$ cat config.mk
export PLATFORM = sky130hd
export DESIGN_NAME = sram_axi_bridge_flat
export DESIGN_NICKNAME = d
export VERILOG_FILES = /design/src/rtl/sram_axi_bridge_if.sv /design/src/rtl/sram_axi_bridge.sv /design/src/flat_wrapper.sv
export SDC_FILE = /design/constraint.sdc
export NUM_CORES = 1
export LEC_CHECK = 0
export BUFFER_PORTS_ARGS = -buffer_cell sky130_fd_sc_hd__buf_2
export CORE_AREA = 8 8 157 159
export CTS_CLUSTER_DIAMETER = 200
export DETAILED_ROUTE_END_ITERATION = 7
export DIE_AREA = 0 0 165 167
export SYNTH_ARGS = -nofsm -noshare
export SYNTH_HDL_FRONTEND = slang
export SYNTH_SLANG_ARGS = --single-unit
$ cat constraint.sdc
create_clock -name clk -period 3.6 [get_ports clk]
set_input_delay 0.72 -clock clk [delete_from_list [all_inputs] [get_ports clk]]
set_output_delay 0.72 -clock clk [all_outputs]
set_load 0.02 [all_outputs]
$ cat src/rtl/sram_axi_bridge_if.sv
// sram_axi_bridge_if: SRAM-like core port bundle and AXI3 master bundle used by the bridge.
interface sram_if;
    logic        req;
    logic        wr;
    logic [1:0]  size;
    logic [31:0] addr;
    logic [3:0]  wstrb;
    logic [31:0] wdata;
    logic        addr_ok;
    logic        data_ok;
    logic [31:0] rdata;
    modport master (output req, wr, size, addr, wstrb, wdata, input addr_ok, data_ok, rdata);
    modport slave (input req, wr, size, addr, wstrb, wdata, output addr_ok, data_ok, rdata);
endinterface

interface axi_if;
    logic [3:0]  arid;
    logic [31:0] araddr;
    logic [3:0]  arlen;
    logic [2:0]  arsize;
    logic [1:0]  arburst;
    logic [1:0]  arlock;
    logic [3:0]  arcache;
    logic [2:0]  arprot;
    logic        arvalid;
    logic        arready;
    logic [3:0]  rid;
    logic [31:0] rdata;
    logic [1:0]  rresp;
    logic        rlast;
    logic        rvalid;
    logic        rready;
    logic [3:0]  awid;
    logic [31:0] awaddr;
    logic [3:0]  awlen;
    logic [2:0]  awsize;
    logic [1:0]  awburst;
    logic [1:0]  awlock;
    logic [3:0]  awcache;
    logic [2:0]  awprot;
    logic        awvalid;
    logic        awready;
    logic [3:0]  wid;
    logic [31:0] wdata;
    logic [3:0]  wstrb;
    logic        wlast;
    logic        wvalid;
    logic        wready;
    logic [3:0]  bid;
    logic [1:0]  bresp;
    logic        bvalid;
    logic        bready;
    modport master (
        output arid, araddr, arlen, arsize, arburst, arlock, arcache, arprot, arvalid, rready,
        output awid, awaddr, awlen, awsize, awburst, awlock, awcache, awprot, awvalid,
        output wid, wdata, wstrb, wlast, wvalid, bready,
        input arready, rid, rdata, rresp, rlast, rvalid, awready, wready, bid, bresp, bvalid
    );
    modport slave (
        input arid, araddr, arlen, arsize, arburst, arlock, arcache, arprot, arvalid, rready,
        input awid, awaddr, awlen, awsize, awburst, awlock, awcache, awprot, awvalid,
        input wid, wdata, wstrb, wlast, wvalid, bready,
        output arready, rid, rdata, rresp, rlast, rvalid, awready, wready, bid, bresp, bvalid
    );
endinterface

$ cat src/rtl/sram_axi_bridge.sv
// sram_axi_bridge: merges the core's inst/data SRAM-like ports onto one AXI3 master, one outstanding access per port.
module sram_axi_bridge #(
    parameter logic [3:0] INST_ID = 4'd0,
    parameter logic [3:0] DATA_ID = 4'd1
) (
    input logic   clk,
    input logic   resetn,
    sram_if.slave inst,
    sram_if.slave data,
    axi_if.master axi
);
    typedef enum logic [1:0] {IDLE, ADDR, RESP} state_t;
    state_t      i_st, i_nxt, d_st, d_nxt;
    logic        rdy, d_wr, ar_valid, aw_valid, w_valid;
    logic [3:0]  ar_id, w_strb;
    logic [31:0] ar_addr, aw_addr, w_data;
    logic [1:0]  ar_size, aw_size;
    logic        ar_hs, wr_done, i_done, d_done, i_idle, d_idle, i_acc, d_rd_acc, d_wr_acc;
    logic        unused;
    assign unused = ^{inst.wr, inst.wstrb, inst.wdata, axi.rresp, axi.rlast, axi.bresp};
    // a port whose response lands this cycle counts as idle so it can take a new request at once
    always_comb begin
        ar_hs    = ar_valid && axi.arready;
        wr_done  = (!aw_valid || axi.awready) && (!w_valid || axi.wready);
        i_done   = i_st == RESP && axi.rvalid && axi.rid == INST_ID;
        d_done   = d_st == RESP && (d_wr ? axi.bvalid && axi.bid == DATA_ID : axi.rvalid && axi.rid == DATA_ID);
        i_idle   = i_st == IDLE || i_done;
        d_idle   = d_st == IDLE || d_done;
        d_rd_acc = rdy && d_idle && data.req && !data.wr && !ar_valid;
        d_wr_acc = rdy && d_idle && data.req && data.wr && !aw_valid && !w_valid;
        i_acc    = rdy && i_idle && inst.req && !ar_valid && !d_rd_acc;
        i_nxt    = i_acc ? ADDR : (i_st == ADDR && ar_hs && ar_id == INST_ID) ? RESP : i_done ? IDLE : i_st;
        d_nxt    = (d_rd_acc || d_wr_acc) ? ADDR :
                   (d_st == ADDR && (d_wr ? wr_done : ar_hs && ar_id == DATA_ID)) ? RESP : d_done ? IDLE : d_st;
    end
    always_ff @(posedge clk or negedge resetn) begin
        if (!resetn) begin
            i_st     <= IDLE;
            d_st     <= IDLE;
            rdy      <= 1'b0;
            d_wr     <= 1'b0;
            ar_valid <= 1'b0;
            aw_valid <= 1'b0;
            w_valid  <= 1'b0;
        end else begin
            i_st     <= i_nxt;
            d_st     <= d_nxt;
            rdy      <= 1'b1;
            d_wr     <= (d_rd_acc || d_wr_acc) ? data.wr : d_wr;
            ar_valid <= i_acc || d_rd_acc || (ar_valid && !axi.arready);
            aw_valid <= d_wr_acc || (aw_valid && !axi.awready);
            w_valid  <= d_wr_acc || (w_valid && !axi.wready);
        end
    end
    always_ff @(posedge clk) begin
        if (i_acc || d_rd_acc) begin
            ar_id   <= d_rd_acc ? DATA_ID : INST_ID;
            ar_addr <= d_rd_acc ? data.addr : inst.addr;
            ar_size <= d_rd_acc ? data.size : inst.size;
        end
        if (d_wr_acc) begin
            aw_addr <= data.addr;
            aw_size <= data.size;
            w_data  <= data.wdata;
            w_strb  <= data.wstrb;
        end
    end
    assign inst.addr_ok = i_acc;
    assign inst.data_ok = i_done;
    assign inst.rdata   = axi.rdata;
    assign data.addr_ok = d_rd_acc || d_wr_acc;
    assign data.data_ok = d_done;
    assign data.rdata   = axi.rdata;
    assign axi.arid     = ar_id;
    assign axi.araddr   = ar_addr;
    assign axi.arlen    = 4'd0;
    assign axi.arsize   = {1'b0, ar_size};
    assign axi.arburst  = 2'b01;
    assign axi.arlock   = 2'd0;
    assign axi.arcache  = 4'd0;
    assign axi.arprot   = 3'd0;
    assign axi.arvalid  = ar_valid;
    assign axi.rready   = rdy;
    assign axi.awid     = DATA_ID;
    assign axi.awaddr   = aw_addr;
    assign axi.awlen    = 4'd0;
    assign axi.awsize   = {1'b0, aw_size};
    assign axi.awburst  = 2'b01;
    assign axi.awlock   = 2'd0;
    assign axi.awcache  = 4'd0;
    assign axi.awprot   = 3'd0;
    assign axi.awvalid  = aw_valid;
    assign axi.wid      = DATA_ID;
    assign axi.wdata    = w_data;
    assign axi.wstrb    = w_strb;
    assign axi.wlast    = 1'b1;
    assign axi.wvalid   = w_valid;
    assign axi.bready   = rdy;
endmodule

$ cat src/flat_wrapper.sv
// flat-port wrapper written by rule: the top's interface ports become plain ports
module sram_axi_bridge_flat 
#(
    parameter logic [3:0] INST_ID = 4'd0,
    parameter logic [3:0] DATA_ID = 4'd1
)
  (clk, resetn, inst_req, inst_wr, inst_size, inst_addr, inst_wstrb, inst_wdata, inst_addr_ok, inst_data_ok, inst_rdata, data_req, data_wr, data_size, data_addr, data_wstrb, data_wdata, data_addr_ok, data_data_ok, data_rdata, axi_arid, axi_araddr, axi_arlen, axi_arsize, axi_arburst, axi_arlock, axi_arcache, axi_arprot, axi_arvalid, axi_rready, axi_awid, axi_awaddr, axi_awlen, axi_awsize, axi_awburst, axi_awlock, axi_awcache, axi_awprot, axi_awvalid, axi_wid, axi_wdata, axi_wstrb, axi_wlast, axi_wvalid, axi_bready, axi_arready, axi_rid, axi_rdata, axi_rresp, axi_rlast, axi_rvalid, axi_awready, axi_wready, axi_bid, axi_bresp, axi_bvalid);
  sram_if inst_i ();
  sram_if data_i ();
  axi_if axi_i ();
  input logic clk;
  input logic resetn;
  input wire logic [$bits(inst_i.req)-1:0] inst_req;
  input wire logic [$bits(inst_i.wr)-1:0] inst_wr;
  input wire logic [$bits(inst_i.size)-1:0] inst_size;
  input wire logic [$bits(inst_i.addr)-1:0] inst_addr;
  input wire logic [$bits(inst_i.wstrb)-1:0] inst_wstrb;
  input wire logic [$bits(inst_i.wdata)-1:0] inst_wdata;
  output wire logic [$bits(inst_i.addr_ok)-1:0] inst_addr_ok;
  output wire logic [$bits(inst_i.data_ok)-1:0] inst_data_ok;
  output wire logic [$bits(inst_i.rdata)-1:0] inst_rdata;
  input wire logic [$bits(data_i.req)-1:0] data_req;
  input wire logic [$bits(data_i.wr)-1:0] data_wr;
  input wire logic [$bits(data_i.size)-1:0] data_size;
  input wire logic [$bits(data_i.addr)-1:0] data_addr;
  input wire logic [$bits(data_i.wstrb)-1:0] data_wstrb;
  input wire logic [$bits(data_i.wdata)-1:0] data_wdata;
  output wire logic [$bits(data_i.addr_ok)-1:0] data_addr_ok;
  output wire logic [$bits(data_i.data_ok)-1:0] data_data_ok;
  output wire logic [$bits(data_i.rdata)-1:0] data_rdata;
  output wire logic [$bits(axi_i.arid)-1:0] axi_arid;
  output wire logic [$bits(axi_i.araddr)-1:0] axi_araddr;
  output wire logic [$bits(axi_i.arlen)-1:0] axi_arlen;
  output wire logic [$bits(axi_i.arsize)-1:0] axi_arsize;
  output wire logic [$bits(axi_i.arburst)-1:0] axi_arburst;
  output wire logic [$bits(axi_i.arlock)-1:0] axi_arlock;
  output wire logic [$bits(axi_i.arcache)-1:0] axi_arcache;
  output wire logic [$bits(axi_i.arprot)-1:0] axi_arprot;
  output wire logic [$bits(axi_i.arvalid)-1:0] axi_arvalid;
  output wire logic [$bits(axi_i.rready)-1:0] axi_rready;
  output wire logic [$bits(axi_i.awid)-1:0] axi_awid;
  output wire logic [$bits(axi_i.awaddr)-1:0] axi_awaddr;
  output wire logic [$bits(axi_i.awlen)-1:0] axi_awlen;
  output wire logic [$bits(axi_i.awsize)-1:0] axi_awsize;
  output wire logic [$bits(axi_i.awburst)-1:0] axi_awburst;
  output wire logic [$bits(axi_i.awlock)-1:0] axi_awlock;
  output wire logic [$bits(axi_i.awcache)-1:0] axi_awcache;
  output wire logic [$bits(axi_i.awprot)-1:0] axi_awprot;
  output wire logic [$bits(axi_i.awvalid)-1:0] axi_awvalid;
  output wire logic [$bits(axi_i.wid)-1:0] axi_wid;
  output wire logic [$bits(axi_i.wdata)-1:0] axi_wdata;
  output wire logic [$bits(axi_i.wstrb)-1:0] axi_wstrb;
  output wire logic [$bits(axi_i.wlast)-1:0] axi_wlast;
  output wire logic [$bits(axi_i.wvalid)-1:0] axi_wvalid;
  output wire logic [$bits(axi_i.bready)-1:0] axi_bready;
  input wire logic [$bits(axi_i.arready)-1:0] axi_arready;
  input wire logic [$bits(axi_i.rid)-1:0] axi_rid;
  input wire logic [$bits(axi_i.rdata)-1:0] axi_rdata;
  input wire logic [$bits(axi_i.rresp)-1:0] axi_rresp;
  input wire logic [$bits(axi_i.rlast)-1:0] axi_rlast;
  input wire logic [$bits(axi_i.rvalid)-1:0] axi_rvalid;
  input wire logic [$bits(axi_i.awready)-1:0] axi_awready;
  input wire logic [$bits(axi_i.wready)-1:0] axi_wready;
  input wire logic [$bits(axi_i.bid)-1:0] axi_bid;
  input wire logic [$bits(axi_i.bresp)-1:0] axi_bresp;
  input wire logic [$bits(axi_i.bvalid)-1:0] axi_bvalid;
  assign inst_i.req = inst_req;
  assign inst_i.wr = inst_wr;
  assign inst_i.size = inst_size;
  assign inst_i.addr = inst_addr;
  assign inst_i.wstrb = inst_wstrb;
  assign inst_i.wdata = inst_wdata;
  assign inst_addr_ok = inst_i.addr_ok;
  assign inst_data_ok = inst_i.data_ok;
  assign inst_rdata = inst_i.rdata;
  assign data_i.req = data_req;
  assign data_i.wr = data_wr;
  assign data_i.size = data_size;
  assign data_i.addr = data_addr;
  assign data_i.wstrb = data_wstrb;
  assign data_i.wdata = data_wdata;
  assign data_addr_ok = data_i.addr_ok;
  assign data_data_ok = data_i.data_ok;
  assign data_rdata = data_i.rdata;
  assign axi_arid = axi_i.arid;
  assign axi_araddr = axi_i.araddr;
  assign axi_arlen = axi_i.arlen;
  assign axi_arsize = axi_i.arsize;
  assign axi_arburst = axi_i.arburst;
  assign axi_arlock = axi_i.arlock;
  assign axi_arcache = axi_i.arcache;
  assign axi_arprot = axi_i.arprot;
  assign axi_arvalid = axi_i.arvalid;
  assign axi_rready = axi_i.rready;
  assign axi_awid = axi_i.awid;
  assign axi_awaddr = axi_i.awaddr;
  assign axi_awlen = axi_i.awlen;
  assign axi_awsize = axi_i.awsize;
  assign axi_awburst = axi_i.awburst;
  assign axi_awlock = axi_i.awlock;
  assign axi_awcache = axi_i.awcache;
  assign axi_awprot = axi_i.awprot;
  assign axi_awvalid = axi_i.awvalid;
  assign axi_wid = axi_i.wid;
  assign axi_wdata = axi_i.wdata;
  assign axi_wstrb = axi_i.wstrb;
  assign axi_wlast = axi_i.wlast;
  assign axi_wvalid = axi_i.wvalid;
  assign axi_bready = axi_i.bready;
  assign axi_i.arready = axi_arready;
  assign axi_i.rid = axi_rid;
  assign axi_i.rdata = axi_rdata;
  assign axi_i.rresp = axi_rresp;
  assign axi_i.rlast = axi_rlast;
  assign axi_i.rvalid = axi_rvalid;
  assign axi_i.awready = axi_awready;
  assign axi_i.wready = axi_wready;
  assign axi_i.bid = axi_bid;
  assign axi_i.bresp = axi_bresp;
  assign axi_i.bvalid = axi_bvalid;
  sram_axi_bridge #(.INST_ID(INST_ID), .DATA_ID(DATA_ID)) u_core (.clk(clk), .resetn(resetn), .inst(inst_i), .data(data_i), .axi(axi_i));
endmodule
==> results of run 1 <==
## state kept, by name, indices dropped and copies added (netlist names), 2 cells and up
signal / flops
u_core.d_st: 2
u_core.axi.araddr: 32
u_core.aw_size: 2
u_core.axi.awaddr: 32
u_core.ar_size: 2
u_core.i_st: 2
u_core.axi.wdata: 32
u_core.axi.wstrb: 4
## cell usage after synthesis, drive strengths merged
cell,number
or3b,1
nor4b,1
edfxtp,105
or3,1
nand3,3
nor4bb,1
or4b,2
o32a,1
nand3b,1
dfrtp,9
o21a,1
a31oi,1
conb,2
and4b,1
o21ai,4
nand2,10
nor2,4
o31ai,1
o2bb2ai,1
inv,3
a211o,1
nor3b,1
buf,113
nand2b,3
mux2,34
a21o,2
## through the flow
stage,total power (W),hold WS [ps],std cells
3_3_place_gp,0.00197,522,767
5_1_grt,0.00385,153,800
6_report,0.00371,161,800
2_1_floorplan,0.00195,424,350
3_5_place_dp,0.00198,526,767
4_1_cts,0.00376,144,799
## final timing paths
check | end | depth (start not counted) | slack, ps
worst min register to register | u_core.axi.awvalid | 2 | 540
max in group asynchronous | u_core.d_st[1] | 1 | 3250
worst max-delay path | inst_addr_ok | 7 | 410
min in group clk | u_core.axi.wdata[27] | 1 | 490
worst min-delay path | u_core.i_st[1] | 1 | 160
worst max register to register | u_core.axi.wdata[29] | 4 | 1370
## critical path, cell delays in order
cell    delay, ps
buf_2         100
or4b_4        540
o32a_4        360
a21o_2        380
inv_1         160
nor2_1         60
buf_2         160
## power by group through the flow
stage	combinational, W	clock (W)	sequential, W
after CTS	0.000390	0.00180	0.00156
after global routing	0.000417	0.00186	0.00157
after detailed placement	0.000389	0	0.00159
after floorplan	0.000307	0	0.00165
final	0.000384	0.00176	0.00156
after global placement	0.000383	0	0.00159
## per-layer routing
metal / up-vias / track usage [%]
li1: 1343 / -
met1: 1362 / 9.24
met2: 186 / 17.1
met3: 57 / 3.70
met4: 0 / 7.09
met5: - / 0
## kinds of logic (layout without fill, tap and decap cells)
family                 count (synthesis)  count (layout)  synth area share [%]
multiplexers                          34              34                  9.62
AO/OA/AOI/OAI                         12              12                  1.92
other                                  2              46                 0.149
buffers and inverters                116             280                  17.8
flip-flops                           114             114                  67.1
AND/OR/NAND/NOR                       29              29                  3.36
## final cells by class
class / count / share of cell area, %
Clock buffer: 17 / 6.46
Inverter: 3 / 0.228
Clock inverter: 15 / 2.96
Timing Repair Buffer: 245 / 19.6
Antenna cell: 1 / 0.0380
Multi-Input combinational cell: 120 / 14.0
Tap cell: 285 / 5.42
Sequential cell: 114 / 51.3
==> results.sh, run 1 <==
export IMPL_skew_ps=11.0
export IMPL_synth_top_area_share_pct=62.7
export IMPL_syn_area_um2=5030
export IMPL_critPathCaptureType="output port"
export IMPL_area_growth_pct=30.9
export IMPL_met2_length_um=7150
export IMPL_ir_drop_mv=0.256
export IMPL_fin_nets=697
export IMPL_placed_area_um2=5960
export IMPL_grt_pass1_wl_um=20000
export IMPL_arrival_ps=2470
export IMPL_stdcell_area_um2=6580
export IMPL_fp_row_count=55
export IMPL_cts_htree_levels=4
export IMPL_hold_viol=0
export IMPL_relSlewSlack_pct=64.0
export IMPL_p_sw_share_pct=24.6
export IMPL_ys_top_cells_by_area="edfxtp_1 (63%), buf_4 (16%), mux2_4 (8.1%)"
export IMPL_wl_per_cell_um=17.8
export IMPL_post_cts_repair_setup_buffers=0
export IMPL_die_height_um=167
export IMPL_grt_max_degree=35
export IMPL_antenna_found_initial=1
export IMPL_setup_violations=0
export IMPL_rsz0062_at_grt="no"
export IMPL_gp_congestion=0.735
export IMPL_drt_first_pass_iters=4
export IMPL_syn_avg_cell_area_um2=16.4
export IMPL_r2r_start="u_core.d_wr"
export IMPL_crit_start="axi_rid[3]"
export IMPL_numClockSinks=114
export IMPL_ant_nets=0
export IMPL_clk_path_buf_depth=2
export IMPL_highest_layer="met4"
export IMPL_cts_buffers=17
export IMPL_worstMarginPinSlew_ps=539
export IMPL_routed_wl_um=14200
export IMPL_wl_met3_um=1610
export IMPL_post_route_cells_drive_above_1_share_pct=61.5
export IMPL_pre_cts_ws_ps=380
export IMPL_cts_resized=0
export IMPL_io_pins=418
export IMPL_critPathKind="input port to output port"
export IMPL_die_w_um=165
export IMPL_layout_cells_most_common="buf_2"
export IMPL_drtIter0Drc=141
export IMPL_start_util_pct=22.6
export IMPL_ctsHoldBuffers=0
export IMPL_leakage_nw=2.91
export IMPL_post_dp_hpwl_um=11400
export IMPL_yosysUniqueCellTypes=31
export IMPL_wl_met1_um=4800
export IMPL_seqPwrFrac_pct=42.1
export IMPL_finalCritPeriodShare_pct=88.7
export IMPL_hold_path_class="input port to async pin"
export IMPL_synth_seq_cells=114
export IMPL_cts_root_buf="clkbuf_16"
export IMPL_p_comb_share_pct=10.4
export IMPL_regArea_um2=3380
export IMPL_tns_ps=0
export IMPL_vias=2948
export IMPL_grt_pass1_vias=3259
export IMPL_final_cell_mix="buf_2 (235), edfxtp_1 (105), conb_1 (45)"
export IMPL_power_frac_clock_pct=47.5
export IMPL_fin_util_pct=29.6
export IMPL_tritoncts="built"
export IMPL_crit_fanout=13
export IMPL_core_area_um2=22200
export IMPL_fillCellCount=2252
export IMPL_overflow=0
export IMPL_fin_crit_ps=3190
export IMPL_worst_slack_ps=407
export IMPL_maxCapViolations=0
export IMPL_vias_per_cell=3.69
export IMPL_synth_top_area_cell="edfxtp_1"
export IMPL_clk_pin_slew_worst_paths_ps=60
export IMPL_route_detailed_drc=0
export IMPL_p_sw_w=0.000914
export IMPL_fp_dieArea_um2=27600
export IMPL_intPower_w=0.00280
export IMPL_status="finished clean"
export IMPL_yosys_warnings=0
export IMPL_multi_input_area_um2=922
export IMPL_critPathLaunchType="input port"
export IMPL_clock_latency_ps=410
export IMPL_track_usage_pct=9.84
export IMPL_fmax_mhz=313
export IMPL_syn_inst=307
export IMPL_powerDensity_nw_per_um2=564
export IMPL_yosysSeqAreaShare_pct=67.1
export IMPL_required_ps=2880
export IMPL_maxSlewViolCount=0
export IMPL_port_buffer_count=235
Note: power is estimated with default switching activity, not from simulation.
==> run 2, diff against run 1 <==
--- a/config.mk
+++ b/config.mk
@@ -5,7 +5,7 @@
 export SDC_FILE = /design/constraint.sdc
 export NUM_CORES = 1
 export LEC_CHECK = 0
-export BUFFER_PORTS_ARGS = -buffer_cell sky130_fd_sc_hd__buf_2
+export BUFFER_PORTS_ARGS = -buffer_cell sky130_fd_sc_hd__buf_4
 export CORE_AREA = 8 8 157 159
 export CTS_CLUSTER_DIAMETER = 200
 export DETAILED_ROUTE_END_ITERATION = 7
==> results.sh, run 2 (same netlist as run 1, synthesis figures left out) <==
export IMPL_die_height_um=167
export IMPL_cts_resized=0
export IMPL_vias_per_cell=3.73
export IMPL_hold_path_class="input port to async pin"
export IMPL_fin_util_pct=32.4
export IMPL_ctsHoldBuffers=0
export IMPL_drtIter0Drc=163
export IMPL_use_met2_pct=18.8
export IMPL_post_dp_hpwl_um=12000
export IMPL_r2r_start="u_core.d_wr"
export IMPL_relSlewSlack_pct=61.8
export IMPL_grt_util_met3_pct=3.97
export IMPL_post_cts_repair_setup_buffers=0
export IMPL_tritoncts="built"
export IMPL_track_usage_pct=10.4
export IMPL_start_util_pct=22.6
export IMPL_cts_htree_levels=4
export IMPL_hold_viol=0
export IMPL_grt_busiest_layer="met2"
export IMPL_gp_congestion=0.713
export IMPL_area_growth_pct=43.0
export IMPL_setup_violations=0
export IMPL_holdWs_ps=135
export IMPL_n_antenna_cell=0
export IMPL_required_ps=2880
export IMPL_powerDensity_nw_per_um2=517
export IMPL_finalCritPeriodShare_pct=85.3
export IMPL_r2r_cells=4
export IMPL_routed_wl_um=14900
export IMPL_p_sw_share_pct=24.9
export IMPL_arrival_ps=2350
export IMPL_route_detailed_drc=0
export IMPL_clk_pin_slew_worst_paths_ps=60
export IMPL_fin_crit_ps=3070
export IMPL_reg2reg_to="u_core.axi.wdata[15]"
export IMPL_layout_cells_most_common="buf_4"
export IMPL_cts_root_buf="clkbuf_16"
export IMPL_placed_area_um2=6600
export IMPL_final_cell_count_no_fill=802
export IMPL_vias=2992
export IMPL_p_comb_share_pct=12.2
export IMPL_tns_ps=0
export IMPL_leakage_nw=3.12
export IMPL_rsz0062_at_grt="no"
export IMPL_port_buffer_count=235
export IMPL_intPower_w=0.00279
export IMPL_maxCapViolations=0
export IMPL_seqPwrFrac_pct=42.2
export IMPL_post_route_cells_drive_above_1_share_pct=61.9
export IMPL_grt_pass1_vias=3405
export IMPL_fillCellCount=2237
export IMPL_overflow=0
export IMPL_core_area_um2=22200
export IMPL_io_pins=418
export IMPL_antenna_found_initial=0
export IMPL_power_frac_clock_pct=45.7
export IMPL_wl_per_cell_um=18.6
export IMPL_crit_fanout=7
export IMPL_status="finished clean"
export IMPL_numClockSinks=114
export IMPL_cts_buffers=17
export IMPL_p_sw_w=0.000926
export IMPL_drt_first_pass_iters=4
export IMPL_grt_max_degree=35
export IMPL_final_cell_mix="buf_4 (243), edfxtp_1 (105), conb_1 (45)"
export IMPL_gr_usage_met1_pct=9.51
export IMPL_fin_nets=700
export IMPL_ir_drop_mv=0.248
export IMPL_dp_cells=770
export IMPL_fmax_mhz=325
export IMPL_grt_pass1_wl_um=21000
export IMPL_maxSlewViolCount=0
export IMPL_clk_path_buf_depth=2
export IMPL_ant_nets=0
export IMPL_critPathLaunchType="input port"
export IMPL_rrSetupSlack_ps=1350
export IMPL_critPathKind="input port to output port"
export IMPL_worstMarginPinSlew_ps=571
export IMPL_fp_row_count=55
export IMPL_critPathCaptureType="output port"
export IMPL_clock_latency_ps=410
export IMPL_skew_ps=19.4
export IMPL_die_w_um=165
export IMPL_stdcell_area_um2=7200
export IMPL_fp_dieArea_um2=27600
==> run 2: worst max-delay path: stages <==
cell	delay [ps]
buf_4	110
or4b_4	540
o32a_4	360
a21o_2	300
inv_1	110
nor2_1	60
buf_4	160
==> run 2: how the worst max path moves through the flow <==
stage	from	endpoint	slack (ps)	cells after the start
2_1_floorplan	axi_rid[3]	u_core.ar_size[0]	370	6
5_1_grt	axi_rid[3]	data_addr_ok	440	6
6_report	axi_rid[3]	inst_addr_ok	530	7
4_1_cts	axi_rid[3]	data_addr_ok	490	6
3_3_place_gp	axi_rid[3]	u_core.axi.wdata[21]	490	6
3_5_place_dp	axi_rid[3]	data_addr_ok	500	6
==> run 2: power by group through the flow <==
stage               logic [W]  registers, W  clock network (W)
floorplan            0.000307       0.00165                  0
global placement     0.000452       0.00159                  0
detailed placement   0.000459       0.00160                  0
CTS                  0.000460       0.00157            0.00175
global route         0.000486       0.00158            0.00181
finish               0.000452       0.00157            0.00170
==> run 2: cell type report <==
type	instances	area [µm²]	area share (%)
Sequential cell	114	3380	46.9
Timing Repair Buffer	248	1920	26.7
Multi-Input combinational cell	120	922	12.8
Clock buffer	17	425	5.91
Tap cell	285	357	4.96
Clock inverter	15	174	2.42
Inverter	3	15.0	0.209
==> run 2: stage by stage <==
stage | total power [W] | setup slack (ps)
finish | 0.00372 | 528
global route | 0.00387 | 441
CTS | 0.00378 | 489
detailed placement | 0.00206 | 495
global placement | 0.00204 | 486
floorplan | 0.00195 | 370
==> run 2: layer usage <==
metal  share of wire (%)  up-vias
met5                   0        -
met3                  12       52
met1                  32     1402
met4                 4.0        0
li1                    -     1352
met2                  52      186
